==> config.mk <==
export PLATFORM = sky130hd
export DESIGN_NAME = lsu_mem_master_flat
export DESIGN_NICKNAME = d
export VERILOG_FILES = /design/src/rtl/lsu_pkg.sv /design/src/rtl/lsu_mem_master_if.sv /design/src/rtl/lsu_align.sv /design/src/rtl/lsu_mem_master.sv /design/src/flat_wrapper.sv
export SDC_FILE = /design/constraint.sdc
export NUM_CORES = 1
export LEC_CHECK = 0
export ABC_AREA = 1
export BUFFER_PORTS_ARGS = -buffer_cell sky130_fd_sc_hd__buf_2
export CAP_MARGIN = 20
export CORE_ASPECT_RATIO = 0.6
export CORE_UTILIZATION = 25
export DETAILED_ROUTE_END_ITERATION = 6
export PLACE_DENSITY = 0.52
export SLEW_MARGIN = 5
export SYNTH_ARGS = -nofsm -noshare
export SYNTH_HDL_FRONTEND = slang
export SYNTH_SLANG_ARGS = --single-unit
==> constraint.sdc <==
create_clock -name clk -period 5.1 [get_ports clk]
set_clock_uncertainty 0.2 [all_clocks]
set_input_delay 1.02 -clock clk [delete_from_list [all_inputs] [get_ports clk]]
set_output_delay 1.02 -clock clk [all_outputs]
set_load 0.02 [all_outputs]
==> src/rtl/lsu_pkg.sv <==
// Shared definitions for the load/store memory master: RV32I funct3 codes,
// FSM state encoding and a small access-size helper.
package lsu_pkg;

    localparam logic [2:0] F3_B  = 3'b000;
    localparam logic [2:0] F3_H  = 3'b001;
    localparam logic [2:0] F3_W  = 3'b010;
    localparam logic [2:0] F3_BU = 3'b100;
    localparam logic [2:0] F3_HU = 3'b101;

    typedef enum logic [2:0] {
        ST_IDLE = 3'd0,
        ST_RD   = 3'd1,
        ST_WR   = 3'd2,
        ST_DONE = 3'd3,
        ST_ERR  = 3'd4
    } lsu_state_e;

    // funct3[1:0] encodes access size for every legal code: 00 byte, 01 half, 10 word.
    function automatic logic [1:0] f3_size(input logic [2:0] f3);
        return f3[1:0];
    endfunction

endpackage

==> src/rtl/lsu_mem_master_if.sv <==
// Bundles the core request/response signals and the data-memory port of the
// load/store master; master modport is the LSU view, slave the environment view.
interface lsu_mem_master_if #(
    parameter int ADDR_W = 6
);
    logic              req;
    logic              we;
    logic [2:0]        funct3;
    logic [31:0]       addr;
    logic [31:0]       wdata;
    logic              busy;
    logic              done;
    logic              fault;
    logic [31:0]       rdata;
    logic              mem_read;
    logic              mem_write;
    logic [ADDR_W-1:0] mem_addr;
    logic [31:0]       mem_wdata;
    logic [31:0]       mem_rdata;

    modport master (
        input  req, we, funct3, addr, wdata, mem_rdata,
        output busy, done, fault, rdata, mem_read, mem_write, mem_addr, mem_wdata
    );

    modport slave (
        output req, we, funct3, addr, wdata, mem_rdata,
        input  busy, done, fault, rdata, mem_read, mem_write, mem_addr, mem_wdata
    );

endinterface

==> src/rtl/lsu_align.sv <==
// Combinational byte/halfword lane logic: load extract/extend, store merge for
// read-modify-write, and illegal/misaligned request detection.
module lsu_align
    import lsu_pkg::*;
(
    input  logic [31:0] ld_word,
    input  logic [31:0] st_word,
    input  logic [31:0] st_data,
    input  logic [1:0]  op_off,
    input  logic [2:0]  op_funct3,
    input  logic        chk_we,
    input  logic [2:0]  chk_funct3,
    input  logic [1:0]  chk_off,
    output logic [31:0] ld_result,
    output logic [31:0] st_merged,
    output logic        chk_fault
);

    logic [7:0]  ld_byte;
    logic [15:0] ld_half;
    logic        illegal;
    logic        misaligned;

    always_comb begin
        ld_byte = ld_word[{op_off, 3'b000} +: 8];
        ld_half = ld_word[{op_off[1], 4'b0000} +: 16];
        case (op_funct3)
            F3_B:    ld_result = {{24{ld_byte[7]}}, ld_byte};
            F3_BU:   ld_result = {24'h0, ld_byte};
            F3_H:    ld_result = {{16{ld_half[15]}}, ld_half};
            F3_HU:   ld_result = {16'h0, ld_half};
            default: ld_result = ld_word;
        endcase
    end

    // Sub-word stores overwrite only their lane of the word read back in RD.
    always_comb begin
        st_merged = st_word;
        case (op_funct3)
            F3_B:    st_merged[{op_off, 3'b000} +: 8]      = st_data[7:0];
            F3_H:    st_merged[{op_off[1], 4'b0000} +: 16] = st_data[15:0];
            default: st_merged = st_data;
        endcase
    end

    always_comb begin
        if (chk_we) begin
            illegal = !(chk_funct3 inside {F3_B, F3_H, F3_W});
        end else begin
            illegal = !(chk_funct3 inside {F3_B, F3_H, F3_W, F3_BU, F3_HU});
        end
        misaligned = ((f3_size(chk_funct3) == 2'b01) && chk_off[0]) ||
                     ((f3_size(chk_funct3) == 2'b10) && (chk_off != 2'b00));
        chk_fault  = illegal || misaligned;
    end

endmodule

==> src/rtl/lsu_mem_master.sv <==
// Load/store initiator: accepts one RV32I load/store, drives the word-wide
// data memory (sub-word stores via read-modify-write) and returns the result.
module lsu_mem_master
    import lsu_pkg::*;
#(
    parameter int ADDR_W = 6
) (
    input  logic                clk,
    input  logic                rst_n,
    lsu_mem_master_if.master    bus
);

    lsu_state_e          state_q,  state_d;
    logic                we_q,     we_d;
    logic [2:0]          funct3_q, funct3_d;
    logic [ADDR_W+1:0]   addr_q,   addr_d;
    logic [31:0]         wdata_q,  wdata_d;
    logic [31:0]         word_q,   word_d;
    logic [31:0]         rdata_q,  rdata_d;

    logic [31:0]         ld_result;
    logic [31:0]         st_merged;
    logic                chk_fault;

    lsu_align u_align (
        .ld_word    (bus.mem_rdata),
        .st_word    (word_q),
        .st_data    (wdata_q),
        .op_off     (addr_q[1:0]),
        .op_funct3  (funct3_q),
        .chk_we     (bus.we),
        .chk_funct3 (bus.funct3),
        .chk_off    (bus.addr[1:0]),
        .ld_result  (ld_result),
        .st_merged  (st_merged),
        .chk_fault  (chk_fault)
    );

    always_comb begin
        state_d  = state_q;
        we_d     = we_q;
        funct3_d = funct3_q;
        addr_d   = addr_q;
        wdata_d  = wdata_q;
        word_d   = word_q;
        rdata_d  = rdata_q;
        case (state_q)
            ST_IDLE: begin
                if (bus.req) begin
                    we_d     = bus.we;
                    funct3_d = bus.funct3;
                    addr_d   = bus.addr[ADDR_W+1:0];
                    wdata_d  = bus.wdata;
                    if (chk_fault) begin
                        state_d = ST_ERR;
                    end else if (!bus.we || (bus.funct3 != F3_W)) begin
                        state_d = ST_RD;
                    end else begin
                        state_d = ST_WR;
                    end
                end
            end
            // Loads extract straight from the returned word so rdata is valid in DONE.
            ST_RD: begin
                word_d = bus.mem_rdata;
                if (we_q) begin
                    state_d = ST_WR;
                end else begin
                    rdata_d = ld_result;
                    state_d = ST_DONE;
                end
            end
            ST_WR:   state_d = ST_DONE;
            ST_DONE: state_d = ST_IDLE;
            ST_ERR:  state_d = ST_IDLE;
            default: state_d = ST_IDLE;
        endcase
    end

    always_ff @(posedge clk or negedge rst_n) begin
        if (!rst_n) begin
            state_q  <= ST_IDLE;
            we_q     <= 1'b0;
            funct3_q <= 3'b000;
            addr_q   <= '0;
            wdata_q  <= 32'h0;
            word_q   <= 32'h0;
            rdata_q  <= 32'h0;
        end else begin
            state_q  <= state_d;
            we_q     <= we_d;
            funct3_q <= funct3_d;
            addr_q   <= addr_d;
            wdata_q  <= wdata_d;
            word_q   <= word_d;
            rdata_q  <= rdata_d;
        end
    end

    // Strobes decode straight from state so an async reset drops them at once.
    assign bus.busy      = (state_q != ST_IDLE);
    assign bus.done      = (state_q == ST_DONE) || (state_q == ST_ERR);
    assign bus.fault     = (state_q == ST_ERR);
    assign bus.rdata     = rdata_q;
    assign bus.mem_read  = (state_q == ST_RD);
    assign bus.mem_write = (state_q == ST_WR);
    assign bus.mem_addr  = ((state_q == ST_RD) || (state_q == ST_WR)) ? addr_q[ADDR_W+1:2] : '0;
    assign bus.mem_wdata = (state_q == ST_WR) ? st_merged : 32'h0;

endmodule

==> src/flat_wrapper.sv <==
// flat-port wrapper written by rule: the top's interface ports become plain ports
module lsu_mem_master_flat import lsu_pkg::*;
#(
    parameter int ADDR_W = 6
)
  (clk, rst_n, bus_req, bus_we, bus_funct3, bus_addr, bus_wdata, bus_mem_rdata, bus_busy, bus_done, bus_fault, bus_rdata, bus_mem_read, bus_mem_write, bus_mem_addr, bus_mem_wdata);
  lsu_mem_master_if #(.ADDR_W(ADDR_W)) bus_i ();
  input  logic clk;
  input  logic rst_n;
  input wire logic [$bits(bus_i.req)-1:0] bus_req;
  input wire logic [$bits(bus_i.we)-1:0] bus_we;
  input wire logic [$bits(bus_i.funct3)-1:0] bus_funct3;
  input wire logic [$bits(bus_i.addr)-1:0] bus_addr;
  input wire logic [$bits(bus_i.wdata)-1:0] bus_wdata;
  input wire logic [$bits(bus_i.mem_rdata)-1:0] bus_mem_rdata;
  output wire logic [$bits(bus_i.busy)-1:0] bus_busy;
  output wire logic [$bits(bus_i.done)-1:0] bus_done;
  output wire logic [$bits(bus_i.fault)-1:0] bus_fault;
  output wire logic [$bits(bus_i.rdata)-1:0] bus_rdata;
  output wire logic [$bits(bus_i.mem_read)-1:0] bus_mem_read;
  output wire logic [$bits(bus_i.mem_write)-1:0] bus_mem_write;
  output wire logic [$bits(bus_i.mem_addr)-1:0] bus_mem_addr;
  output wire logic [$bits(bus_i.mem_wdata)-1:0] bus_mem_wdata;
  assign bus_i.req = bus_req;
  assign bus_i.we = bus_we;
  assign bus_i.funct3 = bus_funct3;
  assign bus_i.addr = bus_addr;
  assign bus_i.wdata = bus_wdata;
  assign bus_i.mem_rdata = bus_mem_rdata;
  assign bus_busy = bus_i.busy;
  assign bus_done = bus_i.done;
  assign bus_fault = bus_i.fault;
  assign bus_rdata = bus_i.rdata;
  assign bus_mem_read = bus_i.mem_read;
  assign bus_mem_write = bus_i.mem_write;
  assign bus_mem_addr = bus_i.mem_addr;
  assign bus_mem_wdata = bus_i.mem_wdata;
  lsu_mem_master #(.ADDR_W(ADDR_W)) u_core (.clk(clk), .rst_n(rst_n), .bus(bus_i));
endmodule
After elaboration in Yosys (flattened, before gate mapping)
Index checks and enable logic that the tools add are counted.
{"block": "totals", "elab_cells": 62, "ff_bits": 111, "out_inout_bits": 75, "in_bits": 103}
{"block": "classes", "bitwise_logic": 1, "n_shift": 6, "n_reduce_logical": 19, "n_eq_ne": 15, "addsub": 2, "muxes": 12}
{"cell": "$pmux W32 S4", "count": 1}
{"cell": "$bwmux W32", "count": 2}
{"cell": "$pmux W32 S2", "count": 1}
{"cell": "$mux W32", "count": 1}
{"cell": "$shift A16 B7 Y32 const A", "count": 1}
{"cell": "$shift A8 B7 Y32 const A", "count": 1}
{"cell": "$shiftx A16 B7 Y32", "count": 1}
{"cell": "$shiftx A32 B6 Y16", "count": 1}
{"cell": "$shiftx A32 B6 Y8", "count": 1}
{"cell": "$shiftx A8 B7 Y32", "count": 1}
{"cell": "$eq A3 B3 Y1 const B", "count": 5}
{"cell": "$neg A5 Y7", "count": 2}
{"cell": "$eq A3 B1 Y1 const B", "count": 3}
{"cell": "$eq A3 B2 Y1 const B", "count": 3}
{"cell": "$logic_not A3 Y1", "count": 3}
{"cell": "$pmux W3 S3", "count": 1}
{"cell": "$mux W3", "count": 2}
{"cell": "$mux W6", "count": 1}
{"cell": "$reduce_bool A3 Y1", "count": 2}
{"cell": "$logic_or A1 B1 Y1", "count": 5}
{"cell": "$reduce_bool A5 Y1", "count": 1}
{"cell": "$reduce_and A2 Y1", "count": 2}
{"cell": "$logic_not A1 Y1", "count": 3}
{"cell": "$ne A3 B2 Y1 const B", "count": 1}
{"cell": "other kinds (8)", "count": 10}

Logic depth before layout (Yosys ltp)
Gate-level depths: netlist of run 1.
{"block": "logic_depth", "ltp_word": 8, "depth_mapped": 11, "mapped_depth_nobuf": 9}

Cells and area by module
Synthesis of run 1 repeated with hierarchy kept, for this count alone.
{"block": "hier_totals", "cells_unflattened": 1111, "area_unflattened_um2": 7088.0}
{"mod": "lsu_mem_master", "area_each_um2": 4642.0, "seq_area_each_um2": 2777.7, "cells_per_inst": 564, "n_inst": 1}
{"mod": "lsu_align", "area_each_um2": 2446.1, "seq_area_each_um2": 0.0, "cells_per_inst": 547, "n_inst": 1}

Worst setup path before layout of run 1
Ideal clock, no wire load.
{"block": "synth_path", "kind": "reg2out", "startpoint": "reg u_core.addr_q[1]", "endpoint": "out bus_mem_wdata[18]", "required_ns": 3.880, "n_path_buf": 2, "path_slack_ns": 1.970, "t_arrival_ns": 1.910, "path_stages_with_launch": 11, "path_cell_list": "dfrtp_1 buf_4 inv_4 buf_2 ha_1 inv_1 nor2_1 nand2_1 o21ai_0 nand2_1 a21oi_1"}
{"block": "synth_via", "elab_chain_cells": 5, "word_cells_on_any_way": 10}
{"element": "from (decl)", "line_no": "lsu_mem_master.sv:16", "rtl": "logic [ADDR_W+1:0] addr_q, addr_d;"}
{"element": "from (signal assigned)", "line_no": "lsu_mem_master.sv:93", "rtl": "addr_q <= addr_d;"}
{"element": "$neg A5 Y7, on equally long branches", "line_no": "lsu_align.sv:41, lsu_align.sv:40"}
{"element": "$shiftx A16 B7 Y32 (tied with other cells)", "line_no": "lsu_align.sv:41", "rtl": "F3_H: st_merged[{op_off[1], 4'b0000} +: 16] = st_data[15:0];"}
{"element": "$bwmux W32, on equally long branches", "line_no": "lsu_align.sv:41, lsu_align.sv:40"}
{"element": "$pmux W32 S2 (*)", "line_no": "lsu_align.sv:39", "rtl": "case (op_funct3)"}
{"element": "$mux W32 (*)", "line_no": "lsu_mem_master.sv:108", "rtl": "assign bus.mem_wdata = (state_q == ST_WR) ? st_merged : 32'h0;"}
{"element": "to (decl)", "line_no": "flat_wrapper.sv:23", "rtl": "output wire logic [$bits(bus_i.mem_wdata)-1:0] bus_mem_wdata;"}
Every way passes the cells marked *; elsewhere a longest branch is shown, timed or not.

Worst setup path after layout of run 1
{"block": "layout_path", "startpoint": "reg u_core.addr_q[0]", "endpoint": "out bus_mem_wdata[25]"}
{"block": "layout_via", "elab_chain_cells": 5, "word_cells_on_any_way": 6}
{"element": "$neg A5 Y7 (*)", "line_no": "lsu_align.sv:40", "rtl": "F3_B: st_merged[{op_off, 3'b000} +: 8] = st_data[7:0];"}
{"element": "$shiftx A8 B7 Y32 / $shift A8 B7 Y32 (equally long branches)", "line_no": "lsu_align.sv:40"}
{"element": "$bwmux W32 (*)", "line_no": "lsu_align.sv:40"}
{"element": "$pmux W32 S2 (*)", "line_no": "lsu_align.sv:39"}
{"element": "$mux W32 (*)", "line_no": "lsu_mem_master.sv:108"}
Marked as above.

==> results of run 1 <==
per-layer routing:
metal	share of wire [%]	vias up
met5	0.12	-
met4	0.93	4
met3	8.2	20
met2	38	232
met1	52	2957
li1	-	3064
final cells by class:
cell class              instances  area [um^2]
clock buffers                  10          239
clock inverters                 6         50.0
fillers                      2853        17600
diodes                          1         2.50
inverters                      78          295
repair buffers                161          841
flip-flops and latches        111         2780
multi-input cells             652         3150
well taps                     329          412
kinds of logic (layout without fill, tap and decap cells):
| group | Yosys count | after routing | synth area share [%] |
|---|---|---|---|
| AO/OA/AOI/OAI | 111 | 111 | 9.12 |
| adder cells (fa/ha/maj) | 5 | 5 | 0.968 |
| buffers and inverters | 122 | 255 | 8.23 |
| flip-flops | 111 | 111 | 43.0 |
| multiplexers | 29 | 29 | 5.05 |
| other | 0 | 1 | 0 |
| AND/OR/NAND/NOR | 507 | 507 | 33.7 |
tightest hold or removal path, cell delays in order (launching register included):
cell and delay (ps):
dfrtp_1 350, nand2_1 50, nand2_1 60
registers in the layout, summed over array words and instances (netlist names):
name and count:
u_core.wdata_q 32, u_core.we_q 1, u_core.funct3_q 3, u_core.state_q 3, u_core.bus.rdata 32, u_core.word_q 32
u_core.addr_q 8
stage by stage:
| step | setup slack, ps | cells | cell area (um^2) | power [mW] |
|---|---|---|---|---|
| 2_1_floorplan | 1970 | 885 | 6460 | 3.69 |
| 3_3_place_gp | 1600 | 1331 | 7480 | 4.58 |
| 3_5_place_dp | 1610 | 1331 | 7480 | 4.60 |
| 4_1_cts | 1190 | 1347 | 7770 | 5.35 |
| 5_1_grt | 926 | 1347 | 7770 | 5.79 |
| 6_report | 1080 | 1348 | 7770 | 5.33 |
cells in the final DEF, fill, tap and decap left out:
cell | Yosys | layout
nand2_1 | 275 | 275
buf_4 | 6 | 8
clkinv_1 | 1 | 1
nand3_2 | 4 | 4
clkinvlp_4 | 0 | 1
and2_1 | 1 | 1
clkinv_2 | 0 | 1
nand3_1 | 55 | 55
nand4_1 | 12 | 12
o21ai_2 | 1 | 1
inv_2 | 9 | 9
mux2_2 | 28 | 28
diode_2 | 0 | 1
or2_2 | 16 | 16
nor2_4 | 1 | 1
nor2_1 | 113 | 113
a22oi_1 | 5 | 5
o21ai_0 | 44 | 44
o21ai_1 | 1 | 1
a21oi_1 | 53 | 53
nand2_2 | 6 | 6
inv_4 | 1 | 1
clkbuf_8 | 0 | 1
buf_12 | 0 | 1
nand3b_1 | 16 | 16
inv_8 | 0 | 1
nand2_4 | 1 | 1
inv_6 | 0 | 3
buf_2 | 27 | 152
a21boi_0 | 4 | 4
dfrtp_1 | 111 | 111
ha_1 | 5 | 5
inv_1 | 67 | 67
nor2_2 | 6 | 6
nor3_1 | 1 | 1
mux2_1 | 1 | 1
clkbuf_16 | 0 | 9
o211ai_1 | 3 | 3
where the power goes:
group | switching [mW] | internal, mW
clock | 0.374 | 0.354
sequential | 0.363 | 1.32
combinational | 1.96 | 0.955
total | 2.70 | 2.63
how the worst max path moves through the flow:
| stage | from | slack, ps | endpoint |
|---|---|---|---|
| after detailed placement | u_core.addr_q[0]$_DFFE_PN0P_ | 1610 | bus_mem_wdata[25] |
| after floorplan | u_core.addr_q[1]$_DFFE_PN0P_ | 1970 | bus_mem_wdata[18] |
| after global routing | u_core.addr_q[0]$_DFFE_PN0P_ | 930 | bus_mem_wdata[25] |
| after CTS | u_core.addr_q[0]$_DFFE_PN0P_ | 1190 | bus_mem_wdata[25] |
| after global placement | u_core.addr_q[0]$_DFFE_PN0P_ | 1600 | bus_mem_wdata[25] |
| final | u_core.addr_q[0]$_DFFE_PN0P_ | 1080 | bus_mem_wdata[25] |
==> results.toml, run 1 <==
[floorplan]
num_io_pins = 178
core_um2 = 25300
row_count = 45
die_w_um = 210
die_area_um2 = 26500
start_util_pct = 25.5
die-height_um = 127

[worst_setup_path]
worstSetupPathType = "flip-flop to primary output"
path_common_cell = "nor2_1"
worst_ep_required_time_ps = 3880
end_kind = "primary output"
cpMaxStageDelayCell = "dfrtp_1"
ff2ff_setup_slack_ps = 2430
rr_startpoint = "u_core.state_q[2]$_DFFE_PN0P_"
worstPathMaxFanout = 11
startpoint_type = "flip-flop"
cp_cell_sequence = "inv_2 > ha_1 > clkinv_1 > nand2_1 > nor2_1 > nand2_1 > a21oi_1 > nor2_1 > nor2_1 > buf_2"
worstPathArrival_ps = 2800
critPathMaxStageDelay_ps = 600
cp_num_buf_inv = 3
crit_family = "simple AND/OR/NAND/NOR gates"
worstRegToRegCells = 8
rr_endpoint = "u_core.bus.rdata[12]$_DFFE_PN0P_"
cp.depth = 10

[global_route]
gr-usage-met2_pct = 24.0
grt_overflow_total = 0
grt_max_degree = 59
grt_pass1_wl_um = 36100
top_usage_layer = "met1"
antenna_found_initial = 3
grt_pass1_vias = 5918
grtUsageMet3_pct = 4.43
grt_usage_pct = 18.0
use_met1_pct = 28.3

[synth]
syn-num-nets = 993
synth_edf_count = 0
synthTopCellsByArea = "dfrtp_1 43%, nand2_1 16%, nor2_1 6.6%"
syn_avg_cell_area_um2 = 7.30
synth_most_common_cell = "nand2_1"
yosysSeqAreaShare_pct = 43.0
yosys.area.top_type = "dfrtp_1"
yosysTopAreaCellShare_pct = 43.0
ys.warnings.count = 0
synth_cells = 885
synthTopCellsByCount = "275 x nand2_1, 113 x nor2_1, 111 x dfrtp_1, 67 x inv_1, 55 x nand3_1"
ys_ff_latch = 111
async_flop_share_pct = 100
netlist_area_um2 = 6460
synth_cell_types = 33
synthFlopType = "dfrtp_1"

[drt]
drt_iter0_drc = 535
wl_per_cell_um = 17.3
firstDrtPassIters = 5
finalWirelength_um = 23300
via_per_inst = 4.66
drc_errors = 0
ant_nets = 0
vias = 6277

[layout]
final_util_pct = 30.7
drive_gt1_share_pct = 24.6
syn2layout_area_growth_pct = 20.2
nets = 1121

[power_and_ir_drop]
powerDensity_nw_per_um2 = 686
max-vdd-ir-drop_uv = 342
p_leak_nw = 4.02

[clocking]
cts_resized = 0
numCtsBuffers = 9
cts.sinks = 111
hold_buffers = 0
clk_latency_ps = 370
clk_pin_slew_worst_paths_ps = 90
root_buffer = "clkbuf_16"
cts_tree = "yes"
cts_buffer_depth = 2
cts_setup_buffers = 0
cts_max_level = 3

[sta]
slew_headroom_pct = 42.2
setup_viol = 0
fin_crit_ps = 4020
tns_ps = 0
slew_viol_final = 0
fmax_mhz = 249
period_share_pct = 78.7
rsz0062_at_grt = "no"
worst_pin_slew_ps = 866
hold_ws_ps = 286
hold_violations = 0

[run]
drv_cap = 0

[placed_design]
portBuffers = 153
dp_hpwl_um = 17700
gp_congestion = 0.918

[worst_hold_path]
hold_class = "flip-flop to flip-flop"
min_from = "u_core.bus.rdata[15]$_DFFE_PN0P_"
hold_path_end = "u_core.bus.rdata[15]$_DFFE_PN0P_"
min_path_cells = 2

[outcome]
status = "finished clean"
Note: power is estimated with default switching activity, not from simulation.
==> inputs of run 2 (changes only) <==
Clock period 5.1 ns to 3.9 ns, I/O delays scaled along.
==> run 2 against run 1 <==
Effect of this change:
- clock power increased by 34%
- first-iteration DRC count shrank 3.9%
- cell area grew 0.64%
- sequential share of layout area down 0.20 points
- global-route usage up 0.19 points
- via count is 0.78% higher
- setup slack worse by 830 ps
- non-clock buffer count increased by 5
- wire length grew 1.9%
- largest cell class unchanged
- highest routed layer unchanged
==> results.toml, run 2 (synthesized netlist as in run 1, its figures left out) <==
[drt]
ant_nets = 0
drc_errors = 0
via_per_inst = 4.68
firstDrtPassIters = 5
drt_iter0_drc = 514
vias = 6326
wl_per_cell_um = 17.5
finalWirelength_um = 23700

[global_route]
antenna_found_initial = 2
grt_max_degree = 51
grt_usage_pct = 18.2
grt_pass1_vias = 5946
grt_pass1_wl_um = 36300
grt_overflow_total = 0

[power_and_ir_drop]
switching_share_pct = 50.3
cellInternalPower_mw = 3.51
p_leak_nw = 4.04
clock_power_share_pct = 13.8
power.share.combinational_pct = 54.9
seqPwrFrac_pct = 31.3
p_sw_mw = 3.55
powerDensity_nw_per_um2 = 902
max-vdd-ir-drop_uv = 365

[worst_setup_path]
setup.worst_path.end = "bus_mem_wdata[6]"
end_kind = "primary output"
cp.depth = 6
critPathLaunch = "u_core.funct3_q[2]$_DFFE_PN0P_"
worst_ep_required_time_ps = 2920
critPathMaxStageDelay_ps = 500
worstRegToRegCells = 7
crit_family = "compound AO/OA/AOI/OAI gates"
cp_cell_sequence = "inv_2 > nand2_2 > o21ai_2 > nand2_1 > a21oi_1 > buf_2"
worstPathArrival_ps = 2670
worstSetupPathType = "flip-flop to primary output"
ff2ff_setup_slack_ps = 1480
rr_startpoint = "u_core.state_q[2]$_DFFE_PN0P_"
cpMaxStageDelayCell = "dfrtp_1"
cp_num_buf_inv = 2
worstPathMaxFanout = 17
rr_endpoint = "u_core.bus.rdata[4]$_DFFE_PN0P_"
startpoint_type = "flip-flop"

[layout]
final_util_pct = 30.9
nets = 1126
syn2layout_area_growth_pct = 21.0
most-common-layout-cells = "275 x nand2_1, 152 x buf_2, 113 x nor2_1"
regArea_um2 = 2780
drive_gt1_share_pct = 25.0
final_common_cell = "nand2_1"
multiInputGateArea_um2 = 3150
nFillCells = 2835

[run]
drv_cap = 0

[placed_design]
gp_congestion = 0.871
dp_hpwl_um = 18100
portBuffers = 153

[clocking]
numCtsBuffers = 9
hold_buffers = 0
cts_max_level = 3
cts_setup_buffers = 0
clk_latency_ps = 360
clk_pin_slew_worst_paths_ps = 80
cts.sinks = 111
cts_resized = 0
root_buffer = "clkbuf_16"
cts_buffer_depth = 2
cts_tree = "yes"

[sta]
slew_headroom_pct = 53.9
worst_pin_slew_ps = 689
fmax_mhz = 274
hold_violations = 0
setup_viol = 0
tns_ps = 0
period_share_pct = 93.5
fin_crit_ps = 3650
rsz0062_at_grt = "no"
slew_viol_final = 0

[floorplan]
row_count = 45
start_util_pct = 25.5
die_area_um2 = 26500
die-height_um = 127
core_um2 = 25300
die_w_um = 210
num_io_pins = 178

[worst_hold_path]
hold_class = "primary input to async pin"

[outcome]
status = "finished clean"
## run 2: worst register-to-register path, stage by stage, from the launching register on
cell     delay [ps]
dfrtp_1         380
inv_2           110
nand3_2         230
inv_2           400
nand2_1         520
buf_4           350
nand2_1          60
o21ai_1          50
## run 2: power by group through the flow
stage               clock network (mW)  registers [mW]  logic (mW)
finish                           0.975            2.21        3.87
global route                      1.05            2.28        4.31
CTS                               1.01            2.21        3.85
detailed placement                   0            2.23        3.83
global placement                     0            2.21        3.82
floorplan                            0            2.24        2.59
## run 2: through the flow
| stage | cell area [um^2] | hold slack [ps] | total power [mW] | setup slack [ps] | cells |
|---|---|---|---|---|---|
| finish | 7820 | 147 | 7.05 | 254 | 1353 |
| global placement | 7520 | 262 | 6.03 | 558 | 1336 |
| global route | 7820 | 168 | 7.65 | 65.6 | 1352 |
| CTS | 7810 | 147 | 7.07 | 160 | 1352 |
| floorplan | 6460 | 247 | 4.83 | 1010 | 885 |
| detailed placement | 7520 | 264 | 6.06 | 566 | 1336 |
## run 2: final cells by class
class | instances | share of cell area [%]
Tap cell | 329 | 5.26
Sequential cell | 111 | 35.5
Antenna cell | 1 | 0.0320
Timing Repair Buffer | 166 | 11.2
Inverter | 78 | 3.81
Clock inverter | 6 | 0.864
Clock buffer | 10 | 2.93
Multi-Input combinational cell | 652 | 40.3
## run 2: metal layers
layer	vias up	part of all wire [%]	GRT usage, %
li1	3073	-	-
met1	3026	53	28.7
met2	210	38	24.3
met3	15	7.6	4.75
met4	2	0.61	3.22
met5	-	0.055	0
## run 2: worst min-delay path by stage
| stage | from | to | slack, ps | cells past startpoint |
|---|---|---|---|---|
| 2_1_floorplan | u_core.word_q[15]$_DFFE_PN0P_ | u_core.word_q[15]$_DFFE_PN0P_ | 250 | 2 |
| 3_3_place_gp | u_core.bus.rdata[3]$_DFFE_PN0P_ | u_core.bus.rdata[3]$_DFFE_PN0P_ | 260 | 2 |
| 3_5_place_dp | u_core.bus.rdata[13]$_DFFE_PN0P_ | u_core.bus.rdata[13]$_DFFE_PN0P_ | 260 | 2 |
| 4_1_cts | rst_n | u_core.bus.rdata[27]$_DFFE_PN0P_ | 150 | 1 |
| 5_1_grt | rst_n | u_core.bus.rdata[27]$_DFFE_PN0P_ | 170 | 1 |
| 6_report | rst_n | u_core.bus.rdata[27]$_DFFE_PN0P_ | 150 | 1 |
